==> src/rtl/layer_seq_pkg.sv <==
// Shared state encoding and port-width helper for the layer MAC sequencer.
package layer_seq_pkg;

  typedef enum logic [1:0] {
    eIDLE  = 2'd0,
    eMAC   = 2'd1,
    eDRAIN = 2'd2,
    eFULL  = 2'd3
  } seq_state_e;

  // Address ports keep at least one bit even when the range collapses to a single entry.
  function automatic int clog2_min1(input int n);
    int w_s;
    w_s = $clog2(n);
    if (w_s < 1) begin
      return 1;
    end else begin
      return w_s;
    end
  endfunction

endpackage

==> src/rtl/strobe_delay_line.sv <==
// Synchronously reset shift register that aligns store strobes with the MAC pipeline.
// DEPTH==0 collapses to a combinational pass-through.
module strobe_delay_line #(
  parameter int DEPTH = 2,
  parameter int WIDTH = 1
) (
  input  logic             clk_i,
  input  logic             reset_i,
  input  logic [WIDTH-1:0] data_i,
  output logic [WIDTH-1:0] data_o
);

  if (DEPTH == 0) begin : g_pass
    logic unused_s;
    assign unused_s = clk_i ^ reset_i;
    assign data_o   = data_i;
  end else begin : g_shift
    logic [WIDTH-1:0] stage_r [DEPTH];

    // Shift pipeline; reset flushes every stage so no stale strobe survives.
    always_ff @(posedge clk_i) begin
      if (reset_i) begin
        for (int i = 0; i < DEPTH; i++) begin
          stage_r[i] <= {WIDTH{1'b0}};
        end
      end else begin
        stage_r[0] <= data_i;
        for (int i = 1; i < DEPTH; i++) begin
          stage_r[i] <= stage_r[i-1];
        end
      end
    end

    assign data_o = stage_r[DEPTH-1];
  end

endmodule

==> src/rtl/layer_mac_sequencer.sv <==
// Sequences one shared MAC datapath over a fully-connected layer, neuron by neuron.
// Optional performance counters are built when LAYER_MAC_SEQ_PERF_EN is defined.
module layer_mac_sequencer
  import layer_seq_pkg::*;
#(
  parameter int INPUT_SIZE   = 16,
  parameter int LAYER_HEIGHT = 8,
  parameter int MAC_LATENCY  = 2
) (
  input  logic                                           clk_i,
  input  logic                                           reset_i,
  input  logic                                           valid_i,
  output logic                                           ready_o,
  output logic                                           load_o,
  output logic                                           mac_en_o,
  output logic                                           clear_acc_o,
  output logic [clog2_min1(INPUT_SIZE)-1:0]              in_addr_o,
  output logic [clog2_min1(INPUT_SIZE*LAYER_HEIGHT)-1:0] w_addr_o,
  output logic                                           store_o,
  output logic [clog2_min1(LAYER_HEIGHT)-1:0]            store_addr_o,
  output logic                                           valid_o,
  input  logic                                           ready_i
`ifdef LAYER_MAC_SEQ_PERF_EN
  ,
  output logic [31:0]                                    busy_cycles_o,
  output logic [15:0]                                    frames_o
`endif
);

  localparam int IN_W = clog2_min1(INPUT_SIZE);
  localparam int W_W  = clog2_min1(INPUT_SIZE*LAYER_HEIGHT);
  localparam int N_W  = clog2_min1(LAYER_HEIGHT);
  localparam int D_W  = clog2_min1(MAC_LATENCY);

  localparam logic [IN_W-1:0] IN_ZERO  = IN_W'(0);
  localparam logic [IN_W-1:0] IN_ONE   = IN_W'(1);
  localparam logic [IN_W-1:0] IN_LAST  = IN_W'(INPUT_SIZE-1);
  localparam logic [N_W-1:0]  N_ZERO   = N_W'(0);
  localparam logic [N_W-1:0]  N_ONE    = N_W'(1);
  localparam logic [N_W-1:0]  N_LAST   = N_W'(LAYER_HEIGHT-1);
  localparam logic [D_W-1:0]  D_ZERO   = D_W'(0);
  localparam logic [D_W-1:0]  D_ONE    = D_W'(1);
  localparam logic [D_W-1:0]  D_LAST   = D_W'(MAC_LATENCY-1);
  localparam logic [W_W-1:0]  W_ZERO   = W_W'(0);
  localparam logic [W_W-1:0]  W_STRIDE = W_W'(INPUT_SIZE);

  seq_state_e       state_r, state_s;
  logic [IN_W-1:0]  in_cnt_r, in_cnt_s;
  logic [N_W-1:0]   n_cnt_r, n_cnt_s;
  logic [D_W-1:0]   drain_cnt_r, drain_cnt_s;
  logic             strobe_s;
  logic [N_W:0]     dl_in_s, dl_out_s;

  // State and counter registers.
  always_ff @(posedge clk_i) begin
    if (reset_i) begin
      state_r     <= eIDLE;
      in_cnt_r    <= IN_ZERO;
      n_cnt_r     <= N_ZERO;
      drain_cnt_r <= D_ZERO;
    end else begin
      state_r     <= state_s;
      in_cnt_r    <= in_cnt_s;
      n_cnt_r     <= n_cnt_s;
      drain_cnt_r <= drain_cnt_s;
    end
  end

  // Next-state, counter stepping and per-state strobes.
  always_comb begin
    state_s     = state_r;
    in_cnt_s    = in_cnt_r;
    n_cnt_s     = n_cnt_r;
    drain_cnt_s = drain_cnt_r;
    ready_o     = 1'b0;
    mac_en_o    = 1'b0;
    clear_acc_o = 1'b0;
    valid_o     = 1'b0;
    strobe_s    = 1'b0;
    case (state_r)
      eIDLE: begin
        ready_o = 1'b1;
        if (valid_i) begin
          state_s  = eMAC;
          in_cnt_s = IN_ZERO;
          n_cnt_s  = N_ZERO;
        end else begin
          state_s = eIDLE;
        end
      end
      eMAC: begin
        mac_en_o    = 1'b1;
        clear_acc_o = (in_cnt_r == IN_ZERO);
        if (in_cnt_r == IN_LAST) begin
          strobe_s = 1'b1;
          in_cnt_s = IN_ZERO;
          if (n_cnt_r == N_LAST) begin
            n_cnt_s     = N_ZERO;
            drain_cnt_s = D_ZERO;
            state_s     = (MAC_LATENCY == 0) ? eFULL : eDRAIN;
          end else begin
            n_cnt_s = n_cnt_r + N_ONE;
          end
        end else begin
          in_cnt_s = in_cnt_r + IN_ONE;
        end
      end
      eDRAIN: begin
        if (drain_cnt_r == D_LAST) begin
          drain_cnt_s = D_ZERO;
          state_s     = eFULL;
        end else begin
          drain_cnt_s = drain_cnt_r + D_ONE;
        end
      end
      eFULL: begin
        valid_o = 1'b1;
        // Draining the held output and accepting the next vector share one cycle.
        ready_o = ready_i;
        if (ready_i && valid_i) begin
          state_s  = eMAC;
          in_cnt_s = IN_ZERO;
          n_cnt_s  = N_ZERO;
        end else if (ready_i) begin
          state_s = eIDLE;
        end else begin
          state_s = eFULL;
        end
      end
      default: begin
        state_s = eIDLE;
      end
    endcase
    load_o = valid_i & ready_o;
  end

  // Address generation; addresses idle at zero outside eMAC.
  always_comb begin
    if (mac_en_o) begin
      in_addr_o = in_cnt_r;
      w_addr_o  = (W_W'(n_cnt_r) * W_STRIDE) + W_W'(in_cnt_r);
    end else begin
      in_addr_o = IN_ZERO;
      w_addr_o  = W_ZERO;
    end
  end

  assign dl_in_s = {strobe_s, (strobe_s ? n_cnt_r : N_ZERO)};

  strobe_delay_line #(
    .DEPTH (MAC_LATENCY),
    .WIDTH (N_W + 1)
  ) u_store_dl (
    .clk_i   (clk_i),
    .reset_i (reset_i),
    .data_i  (dl_in_s),
    .data_o  (dl_out_s)
  );

  assign store_o      = dl_out_s[N_W];
  assign store_addr_o = dl_out_s[N_W-1:0];

`ifdef LAYER_MAC_SEQ_PERF_EN
  logic [31:0] busy_r;
  logic [15:0] frames_r;

  // Saturating busy-cycle and completed-frame counters.
  always_ff @(posedge clk_i) begin
    if (reset_i) begin
      busy_r   <= 32'd0;
      frames_r <= 16'd0;
    end else begin
      if (((state_r == eMAC) || (state_r == eDRAIN)) && (busy_r != 32'hFFFF_FFFF)) begin
        busy_r <= busy_r + 32'd1;
      end
      if (valid_o && ready_i && (frames_r != 16'hFFFF)) begin
        frames_r <= frames_r + 16'd1;
      end
    end
  end

  assign busy_cycles_o = busy_r;
  assign frames_o      = frames_r;
`endif

endmodule

==> config.mk <==
export PLATFORM = sky130hd
export DESIGN_NAME = layer_mac_sequencer
export DESIGN_NICKNAME = d
export VERILOG_FILES = /design/src/rtl/layer_seq_pkg.sv /design/src/rtl/strobe_delay_line.sv /design/src/rtl/layer_mac_sequencer.sv
export SDC_FILE = /design/constraint.sdc
export NUM_CORES = 1
export LEC_CHECK = 0
export BUFFER_PORTS_ARGS = -buffer_cell sky130_fd_sc_hd__buf_2
export CAP_MARGIN = 20
export CORE_AREA = 2 2 54 56
export CTS_BUF_LIST = sky130_fd_sc_hd__clkbuf_16
export CTS_CLUSTER_DIAMETER = 150
export DETAILED_ROUTE_END_ITERATION = 12
export DIE_AREA = 0 0 56 58
export SKIP_LAST_GASP = 1
export SYNTH_ARGS = -nofsm -noshare
export SYNTH_HDL_FRONTEND = slang
export SYNTH_SLANG_ARGS = --single-unit
==> constraint.sdc <==
create_clock -name clk_i -period 1.8 [get_ports clk_i]
set_input_delay 0.36 -clock clk_i [delete_from_list [all_inputs] [get_ports clk_i]]
set_output_delay 0.36 -clock clk_i [all_outputs]
set_load 0.03 [all_outputs]
==> results.json, run 1 <==
{
  "status": "finished, final reports clean",
  "r2r_end": "n_cnt_r[1]",
  "leakagePower_nw": 0.5400,
  "core_area_sq_um": 2663,
  "numClockSinks": 18,
  "holdWs_ns": 0.4120,
  "holdBufCountCts": 0,
  "synth-seq-cells": 18,
  "first_iter_violations": 16,
  "clkTransAtPathRegs_ns": 0.06,
  "final_nets": 151,
  "power_density_nw_per_um2": 1261,
  "synth_area_leaders": "dfxtp_1 36%, ha_1 12%, and2_1 6.2%",
  "initial_core_util": 0.3802,
  "max-slew-margin-rel": 0.7235,
  "h-tree-depth": 1,
  "required_ns": 1.44,
  "slowest_stage": "dfxtp_4",
  "die_area_sq_um": 3248,
  "tritoncts": "yes",
  "hold_class": "in2reg",
  "grt_pass1_wl_microns": 3374,
  "place_congestion": 0.7371,
  "cp_max_fo": 5,
  "rsz0062_at_grt": "true",
  "async_flop_share": 0,
  "port_buffers": 23,
  "drcViolationCount": 0,
  "r2r_start": "state_r[0]",
  "synth_common_cells": "18 x dfxtp_1, 10 x and2_1, 10 x ha_1, 10 x inv_1, 9 x a21oi_1",
  "worstPathCellList": "inv_1 > ha_2 > nor2_2 > and2_2 > buf_4",
  "startpoint_type": "flip-flop",
  "grt_use_total": 0.1328,
  "fin_cells": 167,
  "cts_setup_buffers": 0,
  "drive_above_1_share": 0.3456,
  "synth_top_area_frac": 0.3560,
  "synth.distinct_cells": 34,
  "yosysTopAreaCell": "dfxtp_1",
  "worstSkewPairLatency_ns": 0.25,
  "wl_per_cell_microns": 12.53,
  "root_buffer": "clkbuf_16",
  "cp_slowest_stage_delay_ns": 0.36,
  "antenna_found_initial": 0,
  "grt_start_max_net_pins": 20,
  "max-cap-violations": 0,
  "setup_viol": 0,
  "first_pass_iters": 4,
  "r2r_cells": 6,
  "antenna_cells": 0,
  "path_class": "reg2out",
  "yosysMostFrequentCell": "dfxtp_1",
  "syn_inst": 114,
  "grt_pass1_vias": 747,
  "ant_nets": 0,
  "critPathArrivalTime_ns": 1.42,
  "ir_drop_mv": 1.308,
  "finalHoldViolations": 0,
  "critPathTopFamily": "flip-flops",
  "yosys_warnings": 0,
  "synth_edf_count": 0,
  "die-height_microns": 58,
  "cts_buffers": 3,
  "dpl.cell_count": 163,
  "io_pins": 24,
  "dp_hpwl_microns": 1433,
  "endpoint_kind": "output pin",
  "path_depth": 5,
  "worstMarginPinSlew_ns": 0.4139,
  "synth_nets": 128,
  "ys_seq_area_frac": 0.3560,
  "crit_buf_inv": 2,
  "crit_start": "state_r[0]",
  "syn_area_per_cell_sq_um": 8.879,
  "clock.fmax_mhz": 560.3,
  "worstHoldPathCells": 3,
  "fin_skew_ns": 0.005859,
  "post-route-min-period_ns": 1.785,
  "overflow": 0,
  "post-route-util": 0.4676,
  "vias": 848,
  "die_w_microns": 56,
  "cts.path.max_buffers": 2,
  "rows": 19,
  "synth-main-ff-cell": "dfxtp_1",
  "crit_path_end": "load_o",
  "vias_per_cell": 5.078,
  "timing.final.crit_share": 0.9916,
  "syn_area_sq_um": 1012,
  "reg2reg_slack_ns": 0.18,
  "drt_wl_total_microns": 2093,
  "area_growth_pct": 22.99,
  "slew_viol_final": 0
}
## cell type report
type | instances | area (sq um)
fillers | 275 | 1418
multi-input cells | 76 | 569.3
flip-flops and latches | 18 | 365.4
repair buffers | 28 | 155.1
clock buffers | 3 | 75.07
well taps | 31 | 38.79
inverters | 10 | 37.54
clock inverters | 1 | 3.754
## per-layer routing
metal	wire length, microns	global-route usage	vias to the layer above
li1	-	-	431
met1	1025	0.1768	396
met2	950	0.2034	19
met3	99	0.04688	2
met4	18	0.04082	0
met5	0	0	-
## how the worst min path moves through the flow
stage | slack (ns) | end | startpoint
3_3_place_gp | 0.42 | u_store_dl.g_shift.stage_r[0][7] | u_store_dl.g_shift.stage_r[0][3]
6_report | 0.41 | state_r[0] | valid_i
2_1_floorplan | 0.41 | u_store_dl.g_shift.stage_r[0][4] | u_store_dl.g_shift.stage_r[0][0]
4_1_cts | 0.41 | state_r[0] | valid_i
5_1_grt | 0.43 | state_r[0] | valid_i
3_5_place_dp | 0.43 | u_store_dl.g_shift.stage_r[0][5] | u_store_dl.g_shift.stage_r[0][1]
## logic make-up (layout without fill, tap and decap cells)
kind of cell,after synthesis,count (layout),share of synthesized area
flip-flops,18,18,0.3560
AND/OR/NAND/NOR,42,42,0.2460
adder cells (fa/ha/maj),10,10,0.1236
AO/OA/AOI/OAI,24,24,0.1582
buffers and inverters,20,42,0.1162
## cells in the final DEF (no fill, tap or decap), drive strengths merged
master   synthesis  routed
nand4            1       1
a21oi            9       9
ha              10      10
nor2b            5       5
nor3             2       2
clkbuf           1       3
nor3b            1       1
a222oi           1       1
nand4b           1       1
o211ai           2       2
inv             10      10
nand3            7       7
and3             1       1
nor2             3       3
a31o             1       1
or3              1       1
o21ai            3       3
o32ai            3       3
a21boi           1       1
a2bb2oi          1       1
nand2b           3       3
nor4b            1       1
clkinv           0       1
nand2            4       4
dfxtp           18      18
o31ai            1       1
o2bb2ai          1       1
and2            11      11
buf              8      28
or2b             1       1
a21o             1       1
## worst reg2reg max path, cell delays in order (launching register included)
cell and delay, ns:
dfxtp_4 0.37, inv_1 0.08, ha_1 0.27, nor2_1 0.18
o2bb2ai_1 0.26, nand3_1 0.21, o32ai_1 0.16
## through the flow
step	setup slack (ns)	TNS (ns)	area, sq um	power, mW
finish	0.01511	0	1245	1.570
global route	-0.05268	-0.1014	1245	1.657
detailed placement	0.1349	0	1144	1.076
CTS	-0.009739	-0.009739	1236	1.566
floorplan	0.04137	0	1033	0.9020
global placement	0.1914	0	1144	1.061
## repair_timing
action / CTS / global route
gates resized for setup: 7 / 2
hold endpoints to repair: 0 / 0
setup endpoints to repair: 14 / 5
## power by group
part           internal (mW)  switching, mW  total, mW
registers              0.432         0.0299      0.462
clock network          0.296          0.161      0.456
logic                  0.245          0.407      0.651
## sequential cells by signal, indices dropped and copies added, names as in the netlist
signal                      cells
state_r                         2
in_cnt_r                        4
n_cnt_r                         3
u_store_dl.g_shift.stage_r      8
drain_cnt_r                     1
Note: power is estimated with default switching activity, not from simulation.
==> run 2, diff against run 1 <==
PLACE_DENSITY = 0.63   (was unset)
==> run 2 against run 1 <==
  * Combinational power decreased by 4.3%
  * First-iteration DRC count decreased by 25%
  * Die area unchanged
  * Global-route usage decreased by 1.2 points
  * Worst setup slack improved by 0.044 ns
  * Utilization decreased by 0.23 points
  * Worst hold slack improved by 0.0064 ns
  * Sequential power about the same
==> results.json, run 2 (synthesized netlist as in run 1, its figures left out) <==
{
  "status": "finished, final reports clean",
  "drcViolationCount": 0,
  "rows": 19,
  "root_buffer": "clkbuf_16",
  "cts_buffers": 3,
  "max-slew-margin-rel": 0.7002,
  "drive_above_1_share": 0.3456,
  "fin_skew_ns": 0.003359,
  "dp_hpwl_microns": 1436,
  "wl_per_cell_microns": 11.17,
  "place_congestion": 0.7084,
  "layout_common_cells": "22 x buf_2, 16 x dfxtp_1, 9 x and2_1",
  "grt_pass1_wl_microns": 3125,
  "setup_viol": 0,
  "die_area_sq_um": 3248,
  "hold_class": "in2reg",
  "leakagePower_nw": 0.5396,
  "timing.final.crit_share": 0.9672,
  "dpl.cell_count": 163,
  "grt_pass1_vias": 729,
  "required_ns": 1.44,
  "h-tree-depth": 1,
  "ant_nets": 0,
  "top_register": "u_store_dl.g_shift.stage_r",
  "drt_wl_total_microns": 1865,
  "clkTransAtPathRegs_ns": 0.05,
  "grt_use_total": 0.1208,
  "area_growth_pct": 22.37,
  "rsz0062_at_grt": "false",
  "reg.largest.list": "u_store_dl.g_shift.stage_r: 8 flops, in_cnt_r: 4 flops, n_cnt_r: 3 flops",
  "overflow": 0,
  "layout_commonest_cell": "buf_2",
  "first_iter_violations": 12,
  "vias_per_cell": 5.048,
  "antenna_found_initial": 0,
  "ir_drop_mv": 1.233,
  "grt_start_max_net_pins": 20,
  "core_area_sq_um": 2663,
  "initial_core_util": 0.3802,
  "first_pass_iters": 4,
  "antenna_cells": 0,
  "clock.fmax_mhz": 574.4,
  "final_nets": 151,
  "io_pins": 24,
  "setup_tns_ns": 0,
  "finalHoldViolations": 0,
  "largest_register_ffs": 8,
  "worstSkewPairLatency_ns": 0.25,
  "critPathArrivalTime_ns": 1.38,
  "slew_viol_final": 0,
  "tritoncts": "yes",
  "path_class": "reg2out",
  "startpoint_type": "flip-flop",
  "cts.path.max_buffers": 2,
  "fin_cells": 167,
  "post-route-min-period_ns": 1.741,
  "port_buffers": 23,
  "die-height_microns": 58,
  "post-route-util": 0.4652,
  "vias": 843,
  "max-cap-violations": 0,
  "die_w_microns": 56,
  "numClockSinks": 18,
  "worstMarginPinSlew_ns": 0.4497,
  "endpoint_kind": "output pin",
  "cp_max_fo": 5,
  "power_density_nw_per_um2": 1230
}
[run 2: changes by cell type in the layout (fill, tap and decap cells not counted)]
cell,previous run,this run
inv_2,1,2
a2bb2oi_2,1,0
a2bb2oi_1,0,1
inv_1,9,8
[run 2: where the power goes]
group | internal (mW) | leakage, nW | switching [mW]
Combinational | 0.236 | 0.355 | 0.387
Clock | 0.295 | 0.0385 | 0.143
Sequential | 0.433 | 0.146 | 0.0298
[run 2: critical path, cell delays in order (launching register included)]
cell and delay (ns):
dfxtp_4 0.36, inv_2 0.09, ha_2 0.27, nor2_2 0.11, and2_2 0.15, buf_4 0.15
[run 2: area by class of cell]
cell class / count / area (sq um)
Clock buffer: 3 / 75.07
Tap cell: 31 / 38.79
Timing Repair Buffer: 28 / 155.1
Multi-Input combinational cell: 76 / 563.0
Sequential cell: 18 / 365.4
Clock inverter: 1 / 3.754
Inverter: 10 / 37.54
Fill cell: 267 / 1424
[run 2: per-layer routing]
metal,part of all wire,vias to the layer above,GRT usage
met2,0.52,23,0.2218
li1,-,433,-
met3,0.055,0,0.04688
met1,0.43,387,0.1389
met5,0,-,0
met4,0,0,0.01020
[run 2: through the flow]
step | instance area (sq um) | worst slack [ns] | hold slack [ns] | total power, mW
final | 1239 | 0.05906 | 0.4185 | 1.524
after global routing | 1239 | 0.006365 | 0.4536 | 1.617
after CTS | 1235 | -0.01282 | 0.4178 | 1.538
after detailed placement | 1144 | 0.1403 | 0.4239 | 1.071
after global placement | 1144 | 0.1868 | 0.4150 | 1.057
after floorplan | 1033 | 0.04137 | 0.4138 | 0.9020
[run 2: final timing paths]
kind | start | to | slack [ns] | cells past startpoint
max reg2reg | n_cnt_r[0] | state_r[1] | 0.17 | 7
min | valid_i | state_r[0] | 0.42 | 3
min reg2reg | u_store_dl.g_shift.stage_r[0][3] | u_store_dl.g_shift.stage_r[0][7] | 0.43 | 1
max | state_r[0] | load_o | 0.06 | 5
[run 2: what timing repair did]
action / 4_1_cts / 5_1_grt
pin swaps: 0 / 0
buffers inserted: 0 / 0
gates resized for setup: 6 / 3
hold buffers: 0 / 0
endpoints found under the setup margin: 12 / 2
==> run 3, diff against run 2 <==
BUFFER_PORTS_ARGS = unset   (was -buffer_cell sky130_fd_sc_hd__buf_2)
CELL_PAD_IN_SITES_DETAIL_PLACEMENT = 0   (was unset)
CELL_PAD_IN_SITES_GLOBAL_PLACEMENT = 1   (was unset)
DONT_BUFFER_PORTS = 1   (was unset)
PLACE_DENSITY = 0.69   (was 0.63)
==> run 3 against run 2 <==
  * Sequential share of layout area grew 1.6 points
  * Combinational power grew 4.7%
  * Power grew 4.0%
  * Sequential cell count unchanged
  * Via count down 7.8%
  * Routed wire length rose by 8.9%
  * Clock power grew 5.3%
  * Worst setup slack got worse by 0.010 ns
  * Critical path depth is 1 lower
  * Register-to-register slack hardly changed
  * Count of clock-buffer cells in the layout stayed put
  * First-iteration DRC count decreased by 58%
  * Critical endpoint unchanged
  * Largest power group unchanged
==> results.json, run 3 (synthesized netlist as in run 1, its figures left out) <==
{
  "ir_drop_mv": 0.6389,
  "grt_pass1_vias": 731,
  "post-route-min-period_ns": 1.751,
  "max-slew-margin-rel": 0.7459,
  "first_pass_iters": 4,
  "cp_slowest_stage_delay_ns": 0.39,
  "reg.largest.list": "u_store_dl.g_shift.stage_r: 8 flops, in_cnt_r: 4 flops, n_cnt_r: 3 flops",
  "holdWs_ns": 0.1678,
  "die_area_sq_um": 3248,
  "antenna_cells": 0,
  "dp_hpwl_microns": 1424,
  "fin_cells": 147,
  "slew_viol_final": 0,
  "r2r_start": "state_r[0]",
  "port_buffers": 0,
  "clkTransAtPathRegs_ns": 0.06,
  "vias_per_cell": 5.286,
  "pwr-share-seq": 0.298,
  "cts.path.max_buffers": 2,
  "path_class": "reg2out",
  "final_nets": 131,
  "holdCritStartpoint": "reset_i",
  "min_to": "state_r[1]",
  "vias": 777,
  "dpl-instance-area_sq_um": 1051,
  "layout_commonest_cell": "dfxtp_1",
  "initial_core_util": 0.3802,
  "die_w_microns": 56,
  "worstSkewPairLatency_ns": 0.26,
  "reg2reg_slack_ns": 0.17,
  "fin_skew_ns": 0.006502,
  "n_fill_cell": 271,
  "ant_nets": 0,
  "endpoint_kind": "output pin",
  "required_ns": 1.44,
  "finalHoldViolations": 0,
  "drcViolationCount": 0,
  "p_comb_frac": 0.411,
  "area_growth_pct": 16.07,
  "power_density_nw_per_um2": 1349,
  "intPower_mw": 0.9870,
  "power_mw": 1.584,
  "antenna_found_initial": 0,
  "first_iter_violations": 5,
  "r2r_end": "state_r[1]",
  "setup_viol": 0,
  "finalInstanceArea_sq_um": 1175,
  "r2r_cells": 6,
  "drive_above_1_share": 0.2328,
  "dpl.cell_count": 143,
  "largest_register_ffs": 8,
  "layout_common_cells": "16 x dfxtp_1, 9 x inv_1, 9 x and2_1",
  "hold_class": "in2reg",
  "seqCellArea_sq_um": 365.4,
  "numClockSinks": 18,
  "tritoncts": "yes",
  "worstHoldPathCells": 1,
  "clock.fmax_mhz": 571.1,
  "rows": 19,
  "clockPowerShare": 0.291,
  "wl_per_cell_microns": 13.82,
  "leakagePower_nw": 0.4433,
  "overflow": 0,
  "multi_input_area_sq_um": 594.3,
  "cts_buffers": 3,
  "root_buffer": "clkbuf_16",
  "holdBufCountCts": 0,
  "h-tree-depth": 1,
  "swShare": 0.3770,
  "core_area_sq_um": 2663,
  "startpoint_type": "flip-flop",
  "rsz0062_at_grt": "false",
  "grt_start_max_net_pins": 20,
  "place_congestion": 0.7437,
  "cp_max_fo": 5,
  "grt_use_total": 0.1340,
  "critPathArrivalTime_ns": 1.39,
  "grt_pass1_wl_microns": 3367,
  "worstPathCellList": "inv_1 > ha_1 > nor2_2 > and2_4",
  "die-height_microns": 58,
  "top_register": "u_store_dl.g_shift.stage_r",
  "setup_tns_ns": 0,
  "io_pins": 24,
  "status": "finished, final reports clean",
  "drt_wl_total_microns": 2031,
  "max-cap-violations": 0,
  "switching_power_mw": 0.5974,
  "worstMarginPinSlew_ns": 0.3804,
  "timing.final.crit_share": 0.9729,
  "cts_setup_buffers": 0,
  "slowest_stage": "dfxtp_4"
}
[run 3: changes by cell type in the layout (fill, tap and decap cells not counted), moves of 2 or more]
cell / delta
buf_4: +2
and2_2: -2
and2_4: +2
ha_2: -3
ha_4: +2
buf_2: -22
[run 3: area by class of cell]
cell class	count	share of cell area
clock buffers	3	0.06390
clock inverters	1	0.003195
inverters	10	0.03195
repair buffers	8	0.05112
multi-input cells	76	0.5059
well taps	31	0.03301
flip-flops and latches	18	0.3110
[run 3: worst max-delay path by stage]
stage / startpoint / to / slack (ns) / cells past startpoint
finish: state_r[0] / load_o / 0.05 / 4
floorplan: state_r[0] / load_o / 0.04 / 4
global placement: state_r[0] / n_cnt_r[1] / 0.15 / 5
global route: state_r[0] / load_o / 0.0008 / 4
detailed placement: state_r[0] / n_cnt_r[2] / 0.09 / 5
CTS: state_r[1] / clear_acc_o / 0.002 / 4
[run 3: stage by stage]
step                        util  setup WS (ns)
final                     0.4413        0.04885
after CTS                 0.4342       0.002207
after global routing      0.4413      0.0008400
after detailed placement  0.3947        0.09180
after global placement    0.3947         0.1511
after floorplan                -        0.04137
[run 3: timing repair]
item,4_1_cts,5_1_grt
endpoints found under the setup margin,13,14
pin swaps,1,2
hold endpoints to repair,0,0
resized for setup,7,5
[run 3: routing by layer]
layer / vias up / share of wire / track usage
met5: - / 0 / 0
met4: 0 / 0.024 / 0.08503
met3: 5 / 0.041 / 0.02679
met2: 14 / 0.45 / 0.2017
met1: 366 / 0.48 / 0.1764
li1: 392 / - / -
[run 3: worst max-delay path, delay by kind of cell (launching register included)]
kind                       cells  cell delay (ns)
and+or+nand+nor                2             0.33
adders and majority gates      1             0.32
buffers and inverters          1             0.09
DFF                            1             0.39
[run 3: power groups by stage]
stage	sequential [mW]	combinational, mW	clock, mW
after floorplan	0.457	0.445	0
after global placement	0.460	0.601	0
after detailed placement	0.464	0.608	0
after CTS	0.467	0.641	0.464
after global routing	0.474	0.720	0.484
final	0.472	0.652	0.461
